<file path="src/rtl/spmv_index_val_join_pkg.sv">
// Shared types and defaults for the SpMV index/value join stage.
package spmv_join_pkg;

  localparam int IDX_W_DEF = 32;
  localparam int VAL_W_DEF = 64;

  typedef enum logic {
    IDLE = 1'b0,
    RUN  = 1'b1
  } state_t;

  typedef struct packed {
    logic [IDX_W_DEF-1:0] row;
    logic [IDX_W_DEF-1:0] col;
    logic [VAL_W_DEF-1:0] val;
  } triple_t;

endpackage

</file>
<file path="src/rtl/spmv_index_val_join_if.sv">
// Stream bundle between the decoder, the join stage and the MAC consumer.
// slave = the join stage, master = whoever drives pushes and takes triples.
interface spmv_index_val_join_if
  import spmv_join_pkg::*;
#(
  parameter int IDX_W = IDX_W_DEF,
  parameter int VAL_W = VAL_W_DEF
);
  logic             push_index;
  logic [IDX_W-1:0] row;
  logic [IDX_W-1:0] col;
  logic             stall_index;
  logic             push_val;
  logic [VAL_W-1:0] val;
  logic             stall_val;
  logic             out_valid;
  logic             out_ready;
  logic [IDX_W-1:0] out_row;
  logic [IDX_W-1:0] out_col;
  logic [VAL_W-1:0] out_val;
  logic             out_last;

  modport slave (
    input  push_index, row, col, push_val, val, out_ready,
    output stall_index, stall_val, out_valid, out_row, out_col, out_val, out_last
  );

  modport master (
    output push_index, row, col, push_val, val, out_ready,
    input  stall_index, stall_val, out_valid, out_row, out_col, out_val, out_last
  );
endinterface

</file>
<file path="src/rtl/spmv_stream_fifo.sv">
// First-word-fall-through FIFO with registered storage. The head reads as
// zero while empty so downstream data outputs are clean after reset.
module spmv_stream_fifo
  import spmv_join_pkg::*;
#(
  parameter int WIDTH = 8,
  parameter int DEPTH = 16,
  localparam int AW = $clog2(DEPTH)
) (
  input  logic             clk,
  input  logic             rst_n,
  input  logic             push,
  input  logic [WIDTH-1:0] din,
  input  logic             pop,
  output logic [WIDTH-1:0] dout,
  output logic [AW:0]      occupancy,
  output logic             full,
  output logic             empty,
  output logic             overflow_pulse
);

  localparam logic [AW:0] FULL_CNT = (AW+1)'(DEPTH);

  logic [WIDTH-1:0] mem [DEPTH];
  logic [AW-1:0]    wr_ptr;
  logic [AW-1:0]    rd_ptr;
  logic [AW:0]      cnt;
  logic             wr_en;
  logic             rd_en;

  assign full  = (cnt == FULL_CNT);
  assign empty = (cnt == '0);
  // A pop frees the slot in the same edge, so push-on-full with pop is legal.
  assign wr_en = push & (~full | pop);
  assign rd_en = pop & ~empty;
  assign overflow_pulse = push & full & ~pop;
  assign occupancy = cnt;
  assign dout = empty ? '0 : mem[rd_ptr];

  // Storage array: data only, never reset.
  always_ff @(posedge clk) begin
    if (wr_en) mem[wr_ptr] <= din;
  end

  // Pointer and occupancy bookkeeping.
  always_ff @(posedge clk or negedge rst_n) begin
    if (!rst_n) begin
      wr_ptr <= '0;
      rd_ptr <= '0;
      cnt    <= '0;
    end else begin
      if (wr_en) wr_ptr <= wr_ptr + 1'b1;
      if (rd_en) rd_ptr <= rd_ptr + 1'b1;
      if (wr_en && !rd_en)      cnt <= cnt + 1'b1;
      else if (!wr_en && rd_en) cnt <= cnt - 1'b1;
    end
  end

endmodule

</file>
<file path="src/rtl/spmv_index_val_join.sv">
// Joins the decoder's index and value streams into ordered (row, col, val)
// triples, counts them per matrix run and flags the final one.
module spmv_index_val_join
  import spmv_join_pkg::*;
#(
  parameter int DEPTH       = 16,
  parameter int STALL_SLACK = 6,
  parameter int IDX_W       = IDX_W_DEF,
  parameter int VAL_W       = VAL_W_DEF
) (
  input  logic                        clk,
  input  logic                        rst_n,
  input  logic                        start,
  input  logic [31:0]                 last_idx,
  spmv_index_val_join_if.slave        s,
  output logic                        busy,
  output logic                        overflow
);

  localparam int AW = $clog2(DEPTH);
  localparam logic [AW:0] STALL_TH = (AW+1)'(DEPTH - STALL_SLACK);

  state_t             state_q;
  state_t             state_d;
  logic [31:0]        count_q;
  logic [31:0]        last_q;
  logic               stall_index_q;
  logic               stall_val_q;
  logic               overflow_q;
  logic               handshake;

  logic [2*IDX_W-1:0] idx_head;
  logic [VAL_W-1:0]   val_head;
  logic [AW:0]        idx_occ;
  logic [AW:0]        val_occ;
  logic               idx_full;
  logic               val_full;
  logic               idx_empty;
  logic               val_empty;
  logic               idx_ovf;
  logic               val_ovf;
  logic               unused_full;

  spmv_stream_fifo #(.WIDTH(2*IDX_W), .DEPTH(DEPTH)) u_idx_fifo (
    .clk            (clk),
    .rst_n          (rst_n),
    .push           (s.push_index),
    .din            ({s.row, s.col}),
    .pop            (handshake),
    .dout           (idx_head),
    .occupancy      (idx_occ),
    .full           (idx_full),
    .empty          (idx_empty),
    .overflow_pulse (idx_ovf)
  );

  spmv_stream_fifo #(.WIDTH(VAL_W), .DEPTH(DEPTH)) u_val_fifo (
    .clk            (clk),
    .rst_n          (rst_n),
    .push           (s.push_val),
    .din            (s.val),
    .pop            (handshake),
    .dout           (val_head),
    .occupancy      (val_occ),
    .full           (val_full),
    .empty          (val_empty),
    .overflow_pulse (val_ovf)
  );

  // Full flags are folded into the FIFOs' own accept/overflow logic.
  assign unused_full = idx_full & val_full;

  assign s.out_valid   = (state_q == RUN) & ~idx_empty & ~val_empty;
  assign s.out_row     = idx_head[2*IDX_W-1:IDX_W];
  assign s.out_col     = idx_head[IDX_W-1:0];
  assign s.out_val     = val_head;
  assign s.out_last    = s.out_valid & (count_q == last_q);
  assign s.stall_index = stall_index_q;
  assign s.stall_val   = stall_val_q;
  assign handshake     = s.out_valid & s.out_ready;
  assign busy          = (state_q == RUN);
  assign overflow      = overflow_q;

  // Run control: arm on start, close out on the handshake of the last triple.
  always_comb begin
    state_d = state_q;
    case (state_q)
      IDLE:    if (start) state_d = RUN;
      RUN:     if (handshake && s.out_last) state_d = IDLE;
      default: state_d = IDLE;
    endcase
  end

  // State, triple counter, registered stalls and sticky overflow.
  always_ff @(posedge clk or negedge rst_n) begin
    if (!rst_n) begin
      state_q       <= IDLE;
      count_q       <= '0;
      last_q        <= '0;
      stall_index_q <= 1'b0;
      stall_val_q   <= 1'b0;
      overflow_q    <= 1'b0;
    end else begin
      state_q <= state_d;
      if (state_q == IDLE && start) begin
        count_q <= '0;
        last_q  <= last_idx;
      end else if (handshake) begin
        count_q <= count_q + 32'd1;
      end
      stall_index_q <= (idx_occ >= STALL_TH);
      stall_val_q   <= (val_occ >= STALL_TH);
      overflow_q    <= overflow_q | idx_ovf | val_ovf;
    end
  end

endmodule

</file>
<file path="src/flat_wrapper.sv">
// flat-port wrapper written by rule: the top's interface ports become plain ports
module spmv_index_val_join_flat import spmv_join_pkg::*;
#(
  parameter int DEPTH       = 16,
  parameter int STALL_SLACK = 6,
  parameter int IDX_W       = IDX_W_DEF,
  parameter int VAL_W       = VAL_W_DEF
)
  (clk, rst_n, start, last_idx, busy, overflow, s_push_index, s_row, s_col, s_push_val, s_val, s_out_ready, s_stall_index, s_stall_val, s_out_valid, s_out_row, s_out_col, s_out_val, s_out_last);
  spmv_index_val_join_if #(.IDX_W(IDX_W), .VAL_W(VAL_W)) s_i ();
  input  logic clk;
  input  logic rst_n;
  input  logic start;
  input  logic [31:0] last_idx;
  output logic busy;
  output logic overflow;
  input wire logic [$bits(s_i.push_index)-1:0] s_push_index;
  input wire logic [$bits(s_i.row)-1:0] s_row;
  input wire logic [$bits(s_i.col)-1:0] s_col;
  input wire logic [$bits(s_i.push_val)-1:0] s_push_val;
  input wire logic [$bits(s_i.val)-1:0] s_val;
  input wire logic [$bits(s_i.out_ready)-1:0] s_out_ready;
  output wire logic [$bits(s_i.stall_index)-1:0] s_stall_index;
  output wire logic [$bits(s_i.stall_val)-1:0] s_stall_val;
  output wire logic [$bits(s_i.out_valid)-1:0] s_out_valid;
  output wire logic [$bits(s_i.out_row)-1:0] s_out_row;
  output wire logic [$bits(s_i.out_col)-1:0] s_out_col;
  output wire logic [$bits(s_i.out_val)-1:0] s_out_val;
  output wire logic [$bits(s_i.out_last)-1:0] s_out_last;
  assign s_i.push_index = s_push_index;
  assign s_i.row = s_row;
  assign s_i.col = s_col;
  assign s_i.push_val = s_push_val;
  assign s_i.val = s_val;
  assign s_i.out_ready = s_out_ready;
  assign s_stall_index = s_i.stall_index;
  assign s_stall_val = s_i.stall_val;
  assign s_out_valid = s_i.out_valid;
  assign s_out_row = s_i.out_row;
  assign s_out_col = s_i.out_col;
  assign s_out_val = s_i.out_val;
  assign s_out_last = s_i.out_last;
  spmv_index_val_join #(.DEPTH(DEPTH), .STALL_SLACK(STALL_SLACK), .IDX_W(IDX_W), .VAL_W(VAL_W)) u_core (.clk(clk), .rst_n(rst_n), .start(start), .last_idx(last_idx), .s(s_i), .busy(busy), .overflow(overflow));
endmodule
</file>
<file path="config.mk">
export PLATFORM = sky130hd
export DESIGN_NAME = spmv_index_val_join_flat
export DESIGN_NICKNAME = d
export VERILOG_FILES = /design/src/rtl/spmv_index_val_join_pkg.sv /design/src/rtl/spmv_index_val_join_if.sv /design/src/rtl/spmv_stream_fifo.sv /design/src/rtl/spmv_index_val_join.sv /design/src/flat_wrapper.sv
export SDC_FILE = /design/constraint.sdc
export NUM_CORES = 2
export LEC_CHECK = 0
export ABC_CLOCK_PERIOD_IN_PS = 9800
export BUFFER_PORTS_ARGS = -buffer_cell sky130_fd_sc_hd__buf_2
export CORE_MARGIN = 4
export CORE_UTILIZATION = 59
export DETAILED_ROUTE_END_ITERATION = 10
export PLACE_DENSITY = 0.86
export SLEW_MARGIN = 20
export SYNTH_ARGS = -nofsm -noshare
export SYNTH_HDL_FRONTEND = slang
export SYNTH_SLANG_ARGS = --single-unit
</file>
<file path="constraint.sdc">
create_clock -name clk -period 9.8 [get_ports clk]
set_clock_uncertainty 0.2 [all_clocks]
set_input_delay 1.47 -clock clk [delete_from_list [all_inputs] [get_ports clk]]
set_output_delay 1.47 -clock clk [all_outputs]
set_load 0.01 [all_outputs]
</file>
# [Word-level counts from Yosys, hierarchy flattened]
# Memories as Yosys holds them, arrays and structs flattened.
# Cells that the tools add are included.
[op_classes] bitwise_logic=22 addsub=9 n_eq_ne=3 muxes=15 reduce_logical=15 order_cmp=2
[op_table] cell="$mux 64" count=2
[op_table] cell="$mux 32" count=2
[op_table] cell="$add 32x1->32 const B" count=1
[op_table] cell="$eq 32x32->1" count=1
[op_table] cell="$mux 5" count=4
[op_table] cell="$add 4x1->4 const B" count=4
[op_table] cell="$and 1x1->1" count=12
[op_table] cell="$add 5x1->5 const B" count=2
[op_table] cell="$eq 5x5->1 const B" count=2
[op_table] cell="$ge 5x4->1 const B" count=2
[op_table] cell="$logic_not 5->1" count=2
[op_table] cell="$sub 5x1->5 const B" count=2
[op_table] cell="$logic_and 1x1->1" count=6
[op_table] cell="$mux 1" count=6
[op_table] cell="$not 1->1" count=6
[op_table] cell="$reduce_bool 2->1" count=3
[op_table] cell="$logic_not 1->1" count=4
[op_table] cell="$or 1x1->1" count=4
[op_table] cell="$pmux 1 s2" count=1
[totals] wordCells=80 output_inout_bits=134 inputBits=166 reg_bits=94 mem_count=2 ram_bits=2048
[memory_table] name="u_core.u_idx_fifo.mem" words=16 word_bits=64 read_ports=1 rd_ports_with_merged_regs=0 write_ports=1 line="spmv_stream_fifo.sv:24" source="logic [WIDTH-1:0] mem [DEPTH];"
[memory_table] name="u_core.u_val_fifo.mem" words=16 word_bits=64 read_ports=1 rd_ports_with_merged_regs=0 write_ports=1 line="spmv_stream_fifo.sv:24"

# [Depth between registers and ports, before layout]
[logic_depth] ltp_word=11 ltp_mapped=13 ltp_nobuf=12

# [Cells and area by module]
# Synthesis repeated with hierarchy kept, for this count alone.
[unflattened] hier_cells=3627 area_unflattened_um2=82852.0
[by_module_without_submodules] module="spmv_stream_fifo" seq_area_each_um2=31074.8 instances=2 area_each_um2=39764.4 cells_each=1663
[by_module_without_submodules] module="spmv_index_val_join" seq_area_each_um2=1701.6 instances=1 area_each_um2=3323.2 cells_each=301

# [Worst setup path after synthesis]
# No wires, ideal clock.
[synth_timing] path_type="in2reg" from="in s_out_ready" to="mem u_core.u_val_fifo.mem[1][0] (netlist bit), enable pin" path_stages=4 slack_ns=0.482 t_required_ns=8.934 path_buffers=0 arrival_ns=8.451 setup_time_ns=0.666 cell_sequence="nand2_1 a21oi_1 o21ai_1 nor4b_1"
[synth_between] elab_chain_len=5
[synth_rtl] element="start: declaration" line="flat_wrapper.sv:22" source="input wire logic [$bits(s_i.out_ready)-1:0] s_out_ready;"
[synth_rtl] element="$and 1x1->1" line="spmv_index_val_join.sv:80" source="assign handshake = s.out_valid & s.out_ready;"
[synth_rtl] element="$or 1x1->1" line="spmv_stream_fifo.sv:34" source="assign wr_en = push & (~full | pop);"
[synth_rtl] element="$and 1x1->1" line="spmv_stream_fifo.sv:34"
[synth_rtl] element="$mux 1" line="spmv_stream_fifo.sv:42" source="if (wr_en) mem[wr_ptr] <= din;"
[synth_rtl] element="$mux 1 (implied by the code)" line="spmv_stream_fifo.sv:42"
[synth_rtl] element="end: declaration" line="spmv_stream_fifo.sv:24"
# Every way passes these cells.

# [Worst setup path after layout]
[layout_timing] from="reg u_core.u_val_fifo.rd_ptr[1]" to="out s_out_val[49]"
[layout_between] elab_chain_len=2
[layout_rtl] element="start: declaration" line="spmv_stream_fifo.sv:26" source="logic [AW-1:0] rd_ptr;"
[layout_rtl] element="start signal: assignment" line="spmv_stream_fifo.sv:53" source="if (rd_en) rd_ptr <= rd_ptr + 1'b1;"
[layout_rtl] element="$mem_v2 16x64"
[layout_rtl] element="$mux 64" line="spmv_stream_fifo.sv:38" source="assign dout = empty ? '0 : mem[rd_ptr];"
[layout_rtl] element="end: declaration" line="flat_wrapper.sv:28" source="output wire logic [$bits(s_i.out_val)-1:0] s_out_val;"
# Every way passes these cells.

==> results.md <==
- Num Clock Sinks: about 2100
- Unrepaired setup endpoints after global routing: false
- CP most frequent cell: buf_4
- Port bufs: ~300
- Worst min-delay path class: flip-flop to flip-flop
- Grt ovf: 0
- Area occupied by multi-input gates: approximately 17000 um^2
- Slew Viols, Final: 0
- Avg WL per Cell: between 30 and 40 um
- Sequential area share after synthesis: between 70% and 80%
- Post-Synthesis Cells: between 3000 and 4000
- CTS tree: built
- CTS root buffer: clkbuf_16
- Worst skew pair latency: about 0.85 ns
- Die area: 144000 um^2
- Worst Path Max Fanout: a little under 70
- Worst path max stage delay: about 1.2 ns
- Hold buffer count at CTS: 0
- Mapped Area: just over 80000 um^2
- Post-synth cell types: 48
- Placer congestion estimate: 0.772
- Total GRT Usage: 31.4%
- Leakage: 29.6 nW
- CORE AREA: 137000 um^2
- DRT iter0 DRCs: between 6000 and 7000
- Pre-antenna DRT Iters: 6
- VDD IR-drop max: 0.295 mV
- Achievable Freq: between 150 and 200 MHz
- First-pass GRT wire length: 325000 um
- Period minus WS final: slightly above 6 ns
- Num CTS Buffers: 200
- Post-DRT Antenna Nets: 0
- Post-CTS setup buffers: 0
- Synth async-reset ratio: under 10%
- Row Count: 136
- Initial antenna violation count: 46
- Mean Syn Cell Area: 21.9 um^2
- Status: finished, final reports clean
- Slowest CP cell: dfrtp_4
- Top cell type's share of synthesized area: 75.4%
- Relative slew slack: between 15 and 20%
- HPWL after DPL: roughly 100000 um
- Clock transition at the registers of the reported paths: 0.06 ns
- Synth Flop Type: edfxtp_1
- Syn nets: roughly 3900
- Final core occ: ~67%
- Pwr per Cell Area: about 300 nW/um^2
- Most frequent cells in the layout: 2048 x edfxtp_1, 512 x mux4_2, 298 x buf_2
- Initial Utilization: around three fifths
- Critical path, cell by cell: buf_4, nor2b_2, buf_4, a22oi_1, a21oi_1, buf_2
- Post-route setup TNS: 0 ns
- Largest cells by area after synthesis: edfxtp_1 75%, mux4_2 14%, dfrtp_1 2.9%
- Layout cell share with drive strength beyond 1: 28.8%
- Post-synth EDFFs: 2048
- Yosys top cell by area: edfxtp_1
- Fin. Hold Viols: 0
- Die Y-Extent: approximately 380 um
- Reg area: approximately 64000 um^2
- Area grow syn2layout: 12.6%
- Via count of the first global-routing pass: ~45000
- Final setup violation count: 0
- Ratio of final minimum period to clock period: 62.5%
- I/O Pins: 300
- Largest net degree at the start of global routing: ~130
- Htree depth: 4
- Drt drc: 0
- CTS Buffer Depth: 3
- Synth Register Bits: 2142
- Fin nets: 4268
- Vias per inst: 7.18
- Worst Setup Path Type: flip-flop to primary output
- Routed wire length: roughly 230000 um
- Fillers: approximately 7700
- CP Launch Type: flip-flop
- Commonest non-fill, non-tap cell in the layout: edfxtp_1
- Slew @ Worst Pin: around 1.2 ns
- Maxcap violations: 0
- CP required: between 8 and 9 ns
- Via count: ~44000
- Chip width: 380 um
- PostCTS Resize Cnt: 0
- Critical path capture point type: primary output
- Synth Warn #: 0
- Crit path DAT: around 4.5 ns
## metrics by stage
step	std cells	setup slack [ns]	area, um^2	hold slack [ns]	total power [W]
3_3_place_gp	5669	4.50	85300	0.284	0.0192
4_1_cts	6032	3.71	91700	0.301	0.0274
2_1_floorplan	3719	0.482	81600	0.265	0.0166
5_1_grt	6052	3.63	91800	0.327	0.0283
6_report	6070	3.68	91800	0.301	0.0275
3_5_place_dp	5670	4.45	85300	0.287	0.0195
## logic make-up (layout without fill, tap and decap cells)
kind of cell / count (synthesis) / after routing / synth area share (%)
other cells: 0 / 35 / 0
compound gates: 440 / 440 / 3.53
mux: 517 / 517 / 14.2
simple gates: 299 / 299 / 1.76
xor+xnor: 69 / 69 / 0.741
buf+inv: 231 / 753 / 1.13
flops: 2142 / 2142 / 78.3
fa+ha+maj: 21 / 21 / 0.341
## power breakdown
| group | total, W | switching (W) | internal [W] | leakage (nW) |
|---|---|---|---|---|
| Sequential | 0.0117 | 0.000691 | 0.0110 | 19.7 |
| Clock | 0.00767 | 0.00353 | 0.00415 | 3.08 |
| Combinational | 0.00808 | 0.00479 | 0.00329 | 6.80 |
| Total | 0.0275 | 0.00901 | 0.0184 | 29.6 |
## per-layer routing
| metal | wire [um] | track usage, % | vias to the layer above |
|---|---|---|---|
| met5 | 135 | 0 | - |
| met4 | 14200 | 17.4 | 22 |
| met3 | 26600 | 7.33 | 763 |
| met2 | 114000 | 51.5 | 3994 |
| met1 | 70800 | 39.0 | 22388 |
| li1 | - | - | 16403 |
## sequential cells by signal, summed over array words and instances, names as in the netlist
| register | flops |
|---|---|
| u_core.overflow | 1 |
| u_core.count_q | 32 |
| u_core.s.stall_val | 1 |
| u_core.u_idx_fifo.occupancy | 5 |
| u_core.busy | 1 |
| u_core.last_q | 32 |
| u_core.u_val_fifo.occupancy | 5 |
| u_core.u_val_fifo.rd_ptr | 4 |
| u_core.u_idx_fifo.wr_ptr | 4 |
| u_core.u_idx_fifo.rd_ptr | 4 |
| u_core.s.stall_index | 1 |
| u_core.u_val_fifo.mem | 1024 |
| u_core.u_idx_fifo.mem | 1024 |
| u_core.u_val_fifo.wr_ptr | 4 |
## worst max-delay path, delay by kind of cell (launching register included)
kind,cells,cell delay [ns]
DFF,1,1.16
and+or+nand+nor,1,0.32
AOI/OAI and AO/OA,2,0.59
buffers and inverters,3,1.46
## synth_stat cells (all sizes together), types with 19 or more instances
cell / instances
ha: 19
a21oi: 147
o21ai: 23
nand2: 137
mux4: 512
a22oi: 256
buf: 77
xor2: 39
nor2: 43
dfrtp: 94
clkbuf: 137
xnor2: 30
edfxtp: 2048
## worst paths after layout
check	from	end	slack [ns]	cells past startpoint
min in group asynchronous	rst_n	u_core.u_idx_fifo.wr_ptr[0]	0.37	1
min reg2reg	u_core.last_q[7]	u_core.last_q[7]	0.30	2
max	u_core.u_val_fifo.rd_ptr[1]	s_out_val[49]	3.68	6
max in group asynchronous	rst_n	u_core.count_q[15]	7.66	2
max reg2reg	u_core.u_val_fifo.occupancy[0]	u_core.u_idx_fifo.mem[3][28]	5.23	6
min	u_core.last_q[7]	u_core.last_q[7]	0.30	2
## final cells by class
class                      instances  area share (%)
clock inverter                   119            1.26
timing repair buffer             374            2.35
inverter                          17          0.0695
tap                             1794            2.44
sequential                      2142            69.6
clock buffer                     243            5.66
multi-input combinational       1346            18.6
antenna                           35          0.0954
Power figures use the tool's default switching activity.
